## config.mk

```make
export PLATFORM = sky130hd
export DESIGN_NAME = capture_sequencer_flat
export DESIGN_NICKNAME = d
export VERILOG_FILES = /design/src/rtl/capture_sequencer_if.sv /design/src/rtl/capture_sequencer.sv /design/src/flat_wrapper.sv
export SDC_FILE = /design/constraint.sdc
export NUM_CORES = 1
export LEC_CHECK = 0
export BUFFER_PORTS_ARGS = -buffer_cell sky130_fd_sc_hd__buf_2
export CORE_MARGIN = 10
export CORE_UTILIZATION = 53
export CTS_CLUSTER_SIZE = 25
export DETAILED_ROUTE_END_ITERATION = 16
export GPL_TIMING_DRIVEN = 0
export PLACE_DENSITY = 0.77
export SETUP_SLACK_MARGIN = 0.2
export SYNTH_ARGS = -nofsm -noshare
export SYNTH_HDL_FRONTEND = slang
export SYNTH_SLANG_ARGS = --single-unit
```

## constraint.sdc

```tcl
create_clock -name S00_AXI_aclk -period 4.3 [get_ports S00_AXI_aclk]
set_clock_uncertainty 0.1 [all_clocks]
set_input_delay 0.43 -clock S00_AXI_aclk [delete_from_list [all_inputs] [get_ports S00_AXI_aclk]]
set_output_delay 0.43 -clock S00_AXI_aclk [all_outputs]
set_load 0.02 [all_outputs]
```

## src/rtl/capture_sequencer_if.sv

```systemverilog
// AXI4-Lite bundle between the PS interconnect and capture_sequencer.
interface capture_sequencer_if #(
  parameter int AW = 4,
  parameter int DW = 32
);
  logic [AW-1:0]   awaddr;
  logic            awvalid;
  logic            awready;
  logic [DW-1:0]   wdata;
  logic [DW/8-1:0] wstrb;
  logic            wvalid;
  logic            wready;
  logic [1:0]      bresp;
  logic            bvalid;
  logic            bready;
  logic [AW-1:0]   araddr;
  logic            arvalid;
  logic            arready;
  logic [DW-1:0]   rdata;
  logic [1:0]      rresp;
  logic            rvalid;
  logic            rready;

  modport master (
    output awaddr, awvalid, wdata, wstrb, wvalid, bready, araddr, arvalid, rready,
    input  awready, wready, bresp, bvalid, arready, rdata, rresp, rvalid
  );

  modport slave (
    input  awaddr, awvalid, wdata, wstrb, wvalid, bready, araddr, arvalid, rready,
    output awready, wready, bresp, bvalid, arready, rdata, rresp, rvalid
  );
endinterface

```

## src/rtl/capture_sequencer.sv

```systemverilog
// AXI4-Lite register block that arms the capture datapath frame by frame,
// counts completed frames and raises a sticky done interrupt.
module capture_sequencer #(
  parameter int C_S_AXI_DATA_WIDTH = 32,
  parameter int C_S_AXI_ADDR_WIDTH = 4,
  parameter int FCOUNT_W           = 16
) (
  input  logic               S00_AXI_aclk,
  input  logic               S00_AXI_aresetn,
  capture_sequencer_if.slave s00_axi,
  input  logic               frame_start,
  input  logic               frame_end,
  output logic               enable,
  output logic               irq
);
  typedef enum logic [1:0] {
    S_IDLE    = 2'd0,
    S_ARMED   = 2'd1,
    S_CAPTURE = 2'd2,
    S_DONE    = 2'd3
  } state_t;

  localparam logic [1:0] A_CTRL    = 2'd0;
  localparam logic [1:0] A_NFRAMES = 2'd1;
  localparam logic [1:0] A_STATUS  = 2'd2;
  localparam logic [1:0] A_FCOUNT  = 2'd3;

  state_t                        r_state, w_state_nxt;
  logic                          r_awready, r_bvalid, r_arready, r_rvalid;
  logic [1:0]                    r_bresp;
  logic [C_S_AXI_DATA_WIDTH-1:0] r_rdata, w_rdata;
  logic                          r_cont, r_irq_en, r_done, r_aborted, r_abort_pend;
  logic                          r_enable, r_irq;
  logic [FCOUNT_W-1:0]           r_nframes, r_fcount, w_nframes_nxt, w_fcount_nxt;
  logic [FCOUNT_W:0]             w_fcount_inc, w_target;
  logic [31:0]                   w_bmask;
  logic [1:0]                    w_waddr, w_raddr;
  logic                          w_wr, w_rd, w_wr_ctrl, w_wr_nframes, w_wr_status;
  logic                          w_run, w_abort, w_pend_nxt, w_set_done, w_set_aborted;
  logic                          w_done_nxt, w_aborted_nxt, w_cont_nxt, w_irq_en_nxt;
  logic                          w_unused;

  assign w_waddr      = s00_axi.awaddr[C_S_AXI_ADDR_WIDTH-1:2];
  assign w_raddr      = s00_axi.araddr[C_S_AXI_ADDR_WIDTH-1:2];
  assign w_wr         = r_awready & s00_axi.awvalid & s00_axi.wvalid;
  assign w_rd         = r_arready & s00_axi.arvalid;
  assign w_wr_ctrl    = w_wr & (w_waddr == A_CTRL) & s00_axi.wstrb[0];
  assign w_wr_status  = w_wr & (w_waddr == A_STATUS) & s00_axi.wstrb[0];
  assign w_wr_nframes = w_wr & (w_waddr == A_NFRAMES) & (r_state == S_IDLE);
  assign w_run        = w_wr_ctrl & s00_axi.wdata[0];
  assign w_abort      = w_wr_ctrl & s00_axi.wdata[2];
  assign w_unused     = ^{s00_axi.awaddr[1:0], s00_axi.araddr[1:0], s00_axi.wdata, s00_axi.wstrb};

  assign w_bmask = {{8{s00_axi.wstrb[3]}}, {8{s00_axi.wstrb[2]}},
                    {8{s00_axi.wstrb[1]}}, {8{s00_axi.wstrb[0]}}};
  assign w_nframes_nxt = w_wr_nframes
                       ? ((s00_axi.wdata[FCOUNT_W-1:0] & w_bmask[FCOUNT_W-1:0]) |
                          (r_nframes & ~w_bmask[FCOUNT_W-1:0]))
                       : r_nframes;
  assign w_cont_nxt   = w_wr_ctrl ? s00_axi.wdata[1] : r_cont;
  assign w_irq_en_nxt = w_wr_ctrl ? s00_axi.wdata[3] : r_irq_en;

  // NFRAMES of zero still means one frame
  assign w_fcount_inc = {1'b0, r_fcount} + {{FCOUNT_W{1'b0}}, 1'b1};
  assign w_target     = (r_nframes == {FCOUNT_W{1'b0}}) ? {{FCOUNT_W{1'b0}}, 1'b1}
                                                        : {1'b0, r_nframes};

  // Sequencer next state; an abort mid-frame waits for frame_end so no frame is torn
  always_comb begin
    w_state_nxt   = r_state;
    w_fcount_nxt  = r_fcount;
    w_pend_nxt    = r_abort_pend;
    w_set_done    = 1'b0;
    w_set_aborted = 1'b0;
    case (r_state)
      S_IDLE: begin
        w_pend_nxt = 1'b0;
        if (w_run && !w_abort) begin
          w_fcount_nxt = {FCOUNT_W{1'b0}};
          w_state_nxt  = S_ARMED;
        end else begin
          w_state_nxt = S_IDLE;
        end
      end
      S_ARMED: begin
        if (w_abort) begin
          w_set_aborted = 1'b1;
          w_state_nxt   = S_IDLE;
        end else if (frame_start) begin
          w_state_nxt = S_CAPTURE;
        end else begin
          w_state_nxt = S_ARMED;
        end
      end
      S_CAPTURE: begin
        w_pend_nxt = r_abort_pend | w_abort;
        if (frame_end) begin
          w_fcount_nxt = w_fcount_inc[FCOUNT_W-1:0];
          if ((!r_cont && (w_fcount_inc >= w_target)) || w_pend_nxt) begin
            w_state_nxt = S_DONE;
          end else begin
            w_state_nxt = S_ARMED;
          end
        end else begin
          w_state_nxt = S_CAPTURE;
        end
      end
      S_DONE: begin
        w_set_done    = 1'b1;
        w_set_aborted = r_abort_pend;
        w_pend_nxt    = 1'b0;
        w_state_nxt   = S_IDLE;
      end
      default: w_state_nxt = S_IDLE;
    endcase
  end

  // Internal sets take priority over a same-cycle W1C
  assign w_done_nxt    = w_set_done | (r_done & ~(w_wr_status & s00_axi.wdata[1]));
  assign w_aborted_nxt = w_set_aborted | (r_aborted & ~(w_wr_status & s00_axi.wdata[2]));

  // Read mux; RUN and ABORT are strobes and always read back as zero
  always_comb begin
    w_rdata = {C_S_AXI_DATA_WIDTH{1'b0}};
    case (w_raddr)
      A_CTRL:    w_rdata[3:0]          = {r_irq_en, 1'b0, r_cont, 1'b0};
      A_NFRAMES: w_rdata[FCOUNT_W-1:0] = r_nframes;
      A_STATUS:  w_rdata[2:0]          = {r_aborted, r_done, (r_state != S_IDLE)};
      A_FCOUNT:  w_rdata[FCOUNT_W-1:0] = r_fcount;
      default:   w_rdata               = {C_S_AXI_DATA_WIDTH{1'b0}};
    endcase
  end

  // Sequencer state, configuration registers and registered outputs
  always_ff @(posedge S00_AXI_aclk or negedge S00_AXI_aresetn) begin
    if (!S00_AXI_aresetn) begin
      r_state      <= S_IDLE;
      r_cont       <= 1'b0;
      r_irq_en     <= 1'b0;
      r_nframes    <= {FCOUNT_W{1'b0}};
      r_fcount     <= {FCOUNT_W{1'b0}};
      r_done       <= 1'b0;
      r_aborted    <= 1'b0;
      r_abort_pend <= 1'b0;
      r_enable     <= 1'b0;
      r_irq        <= 1'b0;
    end else begin
      r_state      <= w_state_nxt;
      r_cont       <= w_cont_nxt;
      r_irq_en     <= w_irq_en_nxt;
      r_nframes    <= w_nframes_nxt;
      r_fcount     <= w_fcount_nxt;
      r_done       <= w_done_nxt;
      r_aborted    <= w_aborted_nxt;
      r_abort_pend <= w_pend_nxt;
      r_enable     <= (w_state_nxt == S_ARMED) || (w_state_nxt == S_CAPTURE);
      r_irq        <= w_done_nxt & w_irq_en_nxt;
    end
  end

  // AXI-Lite channel handshakes
  always_ff @(posedge S00_AXI_aclk or negedge S00_AXI_aresetn) begin
    if (!S00_AXI_aresetn) begin
      r_awready <= 1'b0;
      r_bvalid  <= 1'b0;
      r_bresp   <= 2'b00;
      r_arready <= 1'b0;
      r_rvalid  <= 1'b0;
      r_rdata   <= {C_S_AXI_DATA_WIDTH{1'b0}};
    end else begin
      r_awready <= s00_axi.awvalid & s00_axi.wvalid & ~r_bvalid & ~r_awready;
      r_arready <= s00_axi.arvalid & ~r_rvalid & ~r_arready;
      if (w_wr) begin
        r_bvalid <= 1'b1;
        r_bresp  <= (w_waddr == A_FCOUNT) ? 2'b10 : 2'b00;
      end else if (s00_axi.bready) begin
        r_bvalid <= 1'b0;
      end else begin
        r_bvalid <= r_bvalid;
      end
      if (w_rd) begin
        r_rvalid <= 1'b1;
        r_rdata  <= w_rdata;
      end else if (s00_axi.rready) begin
        r_rvalid <= 1'b0;
      end else begin
        r_rvalid <= r_rvalid;
      end
    end
  end

  assign s00_axi.awready = r_awready;
  assign s00_axi.wready  = r_awready;
  assign s00_axi.bvalid  = r_bvalid;
  assign s00_axi.bresp   = r_bresp;
  assign s00_axi.arready = r_arready;
  assign s00_axi.rvalid  = r_rvalid;
  assign s00_axi.rdata   = r_rdata;
  assign s00_axi.rresp   = 2'b00;
  assign enable          = r_enable;
  assign irq             = r_irq;
endmodule
```

## src/flat_wrapper.sv

```systemverilog
// flat-port wrapper written by rule: the top's interface ports become plain ports
module capture_sequencer_flat 
#(
  parameter int C_S_AXI_DATA_WIDTH = 32,
  parameter int C_S_AXI_ADDR_WIDTH = 4,
  parameter int FCOUNT_W           = 16
)
  (S00_AXI_aclk, S00_AXI_aresetn, frame_start, frame_end, enable, irq, s00_axi_awaddr, s00_axi_awvalid, s00_axi_wdata, s00_axi_wstrb, s00_axi_wvalid, s00_axi_bready, s00_axi_araddr, s00_axi_arvalid, s00_axi_rready, s00_axi_awready, s00_axi_wready, s00_axi_bresp, s00_axi_bvalid, s00_axi_arready, s00_axi_rdata, s00_axi_rresp, s00_axi_rvalid);
  capture_sequencer_if s00_axi_i ();
  input  logic S00_AXI_aclk;
  input  logic S00_AXI_aresetn;
  input  logic frame_start;
  input  logic frame_end;
  output logic enable;
  output logic irq;
  input wire logic [$bits(s00_axi_i.awaddr)-1:0] s00_axi_awaddr;
  input wire logic [$bits(s00_axi_i.awvalid)-1:0] s00_axi_awvalid;
  input wire logic [$bits(s00_axi_i.wdata)-1:0] s00_axi_wdata;
  input wire logic [$bits(s00_axi_i.wstrb)-1:0] s00_axi_wstrb;
  input wire logic [$bits(s00_axi_i.wvalid)-1:0] s00_axi_wvalid;
  input wire logic [$bits(s00_axi_i.bready)-1:0] s00_axi_bready;
  input wire logic [$bits(s00_axi_i.araddr)-1:0] s00_axi_araddr;
  input wire logic [$bits(s00_axi_i.arvalid)-1:0] s00_axi_arvalid;
  input wire logic [$bits(s00_axi_i.rready)-1:0] s00_axi_rready;
  output wire logic [$bits(s00_axi_i.awready)-1:0] s00_axi_awready;
  output wire logic [$bits(s00_axi_i.wready)-1:0] s00_axi_wready;
  output wire logic [$bits(s00_axi_i.bresp)-1:0] s00_axi_bresp;
  output wire logic [$bits(s00_axi_i.bvalid)-1:0] s00_axi_bvalid;
  output wire logic [$bits(s00_axi_i.arready)-1:0] s00_axi_arready;
  output wire logic [$bits(s00_axi_i.rdata)-1:0] s00_axi_rdata;
  output wire logic [$bits(s00_axi_i.rresp)-1:0] s00_axi_rresp;
  output wire logic [$bits(s00_axi_i.rvalid)-1:0] s00_axi_rvalid;
  assign s00_axi_i.awaddr = s00_axi_awaddr;
  assign s00_axi_i.awvalid = s00_axi_awvalid;
  assign s00_axi_i.wdata = s00_axi_wdata;
  assign s00_axi_i.wstrb = s00_axi_wstrb;
  assign s00_axi_i.wvalid = s00_axi_wvalid;
  assign s00_axi_i.bready = s00_axi_bready;
  assign s00_axi_i.araddr = s00_axi_araddr;
  assign s00_axi_i.arvalid = s00_axi_arvalid;
  assign s00_axi_i.rready = s00_axi_rready;
  assign s00_axi_awready = s00_axi_i.awready;
  assign s00_axi_wready = s00_axi_i.wready;
  assign s00_axi_bresp = s00_axi_i.bresp;
  assign s00_axi_bvalid = s00_axi_i.bvalid;
  assign s00_axi_arready = s00_axi_i.arready;
  assign s00_axi_rdata = s00_axi_i.rdata;
  assign s00_axi_rresp = s00_axi_i.rresp;
  assign s00_axi_rvalid = s00_axi_i.rvalid;
  capture_sequencer #(.C_S_AXI_DATA_WIDTH(C_S_AXI_DATA_WIDTH), .C_S_AXI_ADDR_WIDTH(C_S_AXI_ADDR_WIDTH), .FCOUNT_W(FCOUNT_W)) u_core (.S00_AXI_aclk(S00_AXI_aclk), .S00_AXI_aresetn(S00_AXI_aresetn), .s00_axi(s00_axi_i), .frame_start(frame_start), .frame_end(frame_end), .enable(enable), .irq(irq));
endmodule
```

==> impl_metrics.json <==
{
  "status": "finished clean",
  "seq_area_frac_synth_pct": 42.4,
  "post_cts_resized": 0,
  "rsz0062_at_grt": "false",
  "worst_pin_slew_ps": 767,
  "drt_iter0_drc": 167,
  "antenna_found_initial": 0,
  "fin_nets": 531,
  "grt_max_degree": 63,
  "finalHoldWorstSlack_ps": 68.0,
  "fill_cells": 581,
  "grt_pass1_wl_mm": 13.9,
  "row_count": 30,
  "vdd_drop_max_mv": 0.184,
  "synthCells": 375,
  "power_frac_comb_pct": 16.2,
  "drive_gt1_share_pct": 26.0,
  "htree_levels": 3,
  "finalWorstSetupSlack_ps": 775,
  "synth-seq-cells": 62,
  "p_int_mw": 0.936,
  "p_per_area_nw_per_um2": 307,
  "viasPerCell": 5.41,
  "finalSetupViolations": 0,
  "cts_buffer_depth": 2,
  "detail-route-antenna-nets": 0,
  "die_h_um": 103,
  "vias": 2911,
  "finalSetupTns_ps": 0,
  "power_switching_mw": 0.370,
  "hold_viol": 0,
  "cts_setup_buffers": 0,
  "yosysWarnings": 0,
  "cap_viol_max_count": 0,
  "avgRoutedWirePerCell_um": 16.0,
  "die_x_um": 103,
  "gr-total-overflow": 0,
  "clockPowerShare_pct": 34.1,
  "slew_viol_final": 0,
  "die_area_sq_um": 10600,
  "multiInputGateArea_sq_um": 1880,
  "ff_latch_area_sq_um": 1550,
  "fin_crit_sh_pct": 82.0,
  "swShare_pct": 28.4,
  "crit_arrival_ps": 3630,
  "end_kind": "register",
  "start_util_pct": 54.2,
  "io_buffers": 52,
  "p_seq_share_pct": 49.7,
  "syn2layout_area_growth_pct": 16.2,
  "firstDrtPassIters": 4,
  "track_usage_pct": 16.7,
  "core_sq_um": 6760,
  "synth_edf_count": 0,
  "max_slew_margin_pct": 48.9,
  "routed_wl_mm": 8.58,
  "hold_buffers": 0,
  "clk_pin_slew_ps": 70,
  "worstPathRequired_ps": 4400,
  "drc": 0,
  "syn_avg_cell_area_sq_um": 9.76,
  "critPathKind": "register to register",
  "synth.distinct_cells": 52,
  "dp_hpwl_mm": 6.65,
  "place_ws_ps": 821,
  "power.leakage_nw": 2.21,
  "start_kind": "register",
  "min_path_type": "primary input to async pin",
  "cts_buffers": 9,
  "num_io_pins": 96,
  "period_needed_ps": 3530,
  "grt_pass1_vias": 2936,
  "globalplace.congestion": 0.891,
  "cts_tree": "done",
  "async_reset_ff_share_pct": 100,
  "root_buffer": "clkbuf_8",
  "netlist_area_sq_um": 3660,
  "clock-sinks": 62,
  "ys.flop_type": "dfrtp_1",
  "finalPower_mw": 1.31,
  "insertedDiodeCount": 0,
  "worstPathMaxFanout": 7,
  "worstSkewPairLatency_ps": 340,
  "timing.fmax_ghz": 0.284
}
==> logic make-up (layout without fill, tap and decap cells) <==
group,Yosys count,in the layout,share of synthesized area (%)
flip-flops,62,62,42.4
multiplexers,36,36,10.9
XOR/XNOR,10,10,2.39
AND/OR/NAND/NOR,115,115,16.0
other,1,19,0.102
buffers and inverters,59,124,8.14
adder cells (fa/ha/maj),22,22,7.52
AO/OA/AOI/OAI,70,70,12.5
==> cell type report <==
type,count,area share (%)
repair buffers,52,6.18
plain buffers,31,4.53
clock inverters,2,0.235
well taps,80,2.35
inverters,28,2.47
flip-flops and latches,62,36.5
clock buffers,11,3.56
multi-input cells,272,44.2
==> synth_stat cells (5+ instances only) <==
cell | number | share of area [%]
nand3_1 | 12 | 1.6
ha_1 | 22 | 7.5
o21ai_0 | 34 | 4.6
inv_1 | 28 | 2.9
xor2_1 | 5 | 1.2
xnor2_1 | 5 | 1.2
nor3_1 | 5 | 0.68
a22o_1 | 5 | 1.2
dfrtp_1 | 62 | 42
buf_4 | 20 | 4.1
mux2_2 | 21 | 6.5
nor2_1 | 9 | 0.92
a21oi_1 | 7 | 0.96
clkbuf_1 | 9 | 0.92
nand2_1 | 52 | 5.3
mux2i_1 | 14 | 3.8
==> per-stage QoR <==
stage,instance area (sq um),std cells,utilization [%]
floorplan,3730,393,-
global placement,4090,525,60.5
detailed placement,4090,525,60.5
CTS,4250,538,62.9
global route,4250,538,62.9
finish,4250,538,62.9
==> layout by cell type (no fill, tap or decap), drive strengths merged, types with 3 or more instances in the layout <==
| master | netlist | routed |
|---|---|---|
| conb | 1 | 19 |
| nor3 | 5 | 5 |
| nand3 | 13 | 13 |
| and2 | 3 | 3 |
| dfrtp | 62 | 62 |
| a22oi | 5 | 5 |
| a21oi | 7 | 7 |
| and3 | 4 | 4 |
| a31oi | 3 | 3 |
| nor2 | 9 | 9 |
| mux2 | 21 | 21 |
| o41ai | 4 | 4 |
| nand2 | 52 | 52 |
| o21ai | 35 | 35 |
| a21o | 3 | 3 |
| ha | 22 | 22 |
| nor2b | 4 | 4 |
| xnor2 | 5 | 5 |
| nor4 | 4 | 4 |
| clkbuf | 9 | 20 |
| xor2 | 5 | 5 |
| a22o | 5 | 5 |
| or3 | 3 | 3 |
| inv | 28 | 28 |
| nand4 | 4 | 4 |
| buf | 22 | 74 |
| mux2i | 14 | 14 |
==> critical path, cell delays in order, from the launching register on <==
cell and delay [ps]:
dfrtp_1 470, ha_1 250, nand3_2 170, or4_4 610, or3_1 350, nand2_1 100, ha_1 250, a21o_1 190
a211o_1 290, a221oi_1 240, a31oi_1 200, xor2_1 180
==> per-layer routing <==
layer | routed length (um) | GRT usage [%] | up-vias
met3 | 562 | 4.16 | 12
met1 | 3890 | 21.3 | 1382
met4 | 135 | 6.74 | 0
met5 | 0 | 0 | -
li1 | - | - | 1439
met2 | 4000 | 26.4 | 78
==> power groups by stage <==
stage               clock [mW]  sequential (mW)  combinational, mW
detailed placement           0            0.660              0.212
floorplan                    0            0.668              0.125
global route             0.473            0.654              0.237
CTS                      0.447            0.649              0.213
global placement             0            0.658              0.206
finish                   0.445            0.649              0.212
==> final timing paths <==
path	from	cells past startpoint	endpoint	slack, ps
setup / recovery	u_core.r_fcount[0]$_DFFE_PN0P_	11	u_core.enable$_DFF_PN0_	770
hold / removal	S00_AXI_aresetn	1	u_core.s00_axi.rvalid$_DFFE_PN0P_	70
setup reg to reg	u_core.r_fcount[0]$_DFFE_PN0P_	11	u_core.enable$_DFF_PN0_	770
hold reg to reg	u_core.s00_axi.bvalid$_DFFE_PN0P_	1	u_core.s00_axi.awready$_DFF_PN0_	350
max in group asynchronous	S00_AXI_aresetn	1	async pin	3520
min in group S00_AXI_aclk	s00_axi_bready	2	u_core.s00_axi.bvalid$_DFFE_PN0P_	180
Power figures use the tool's default switching activity.
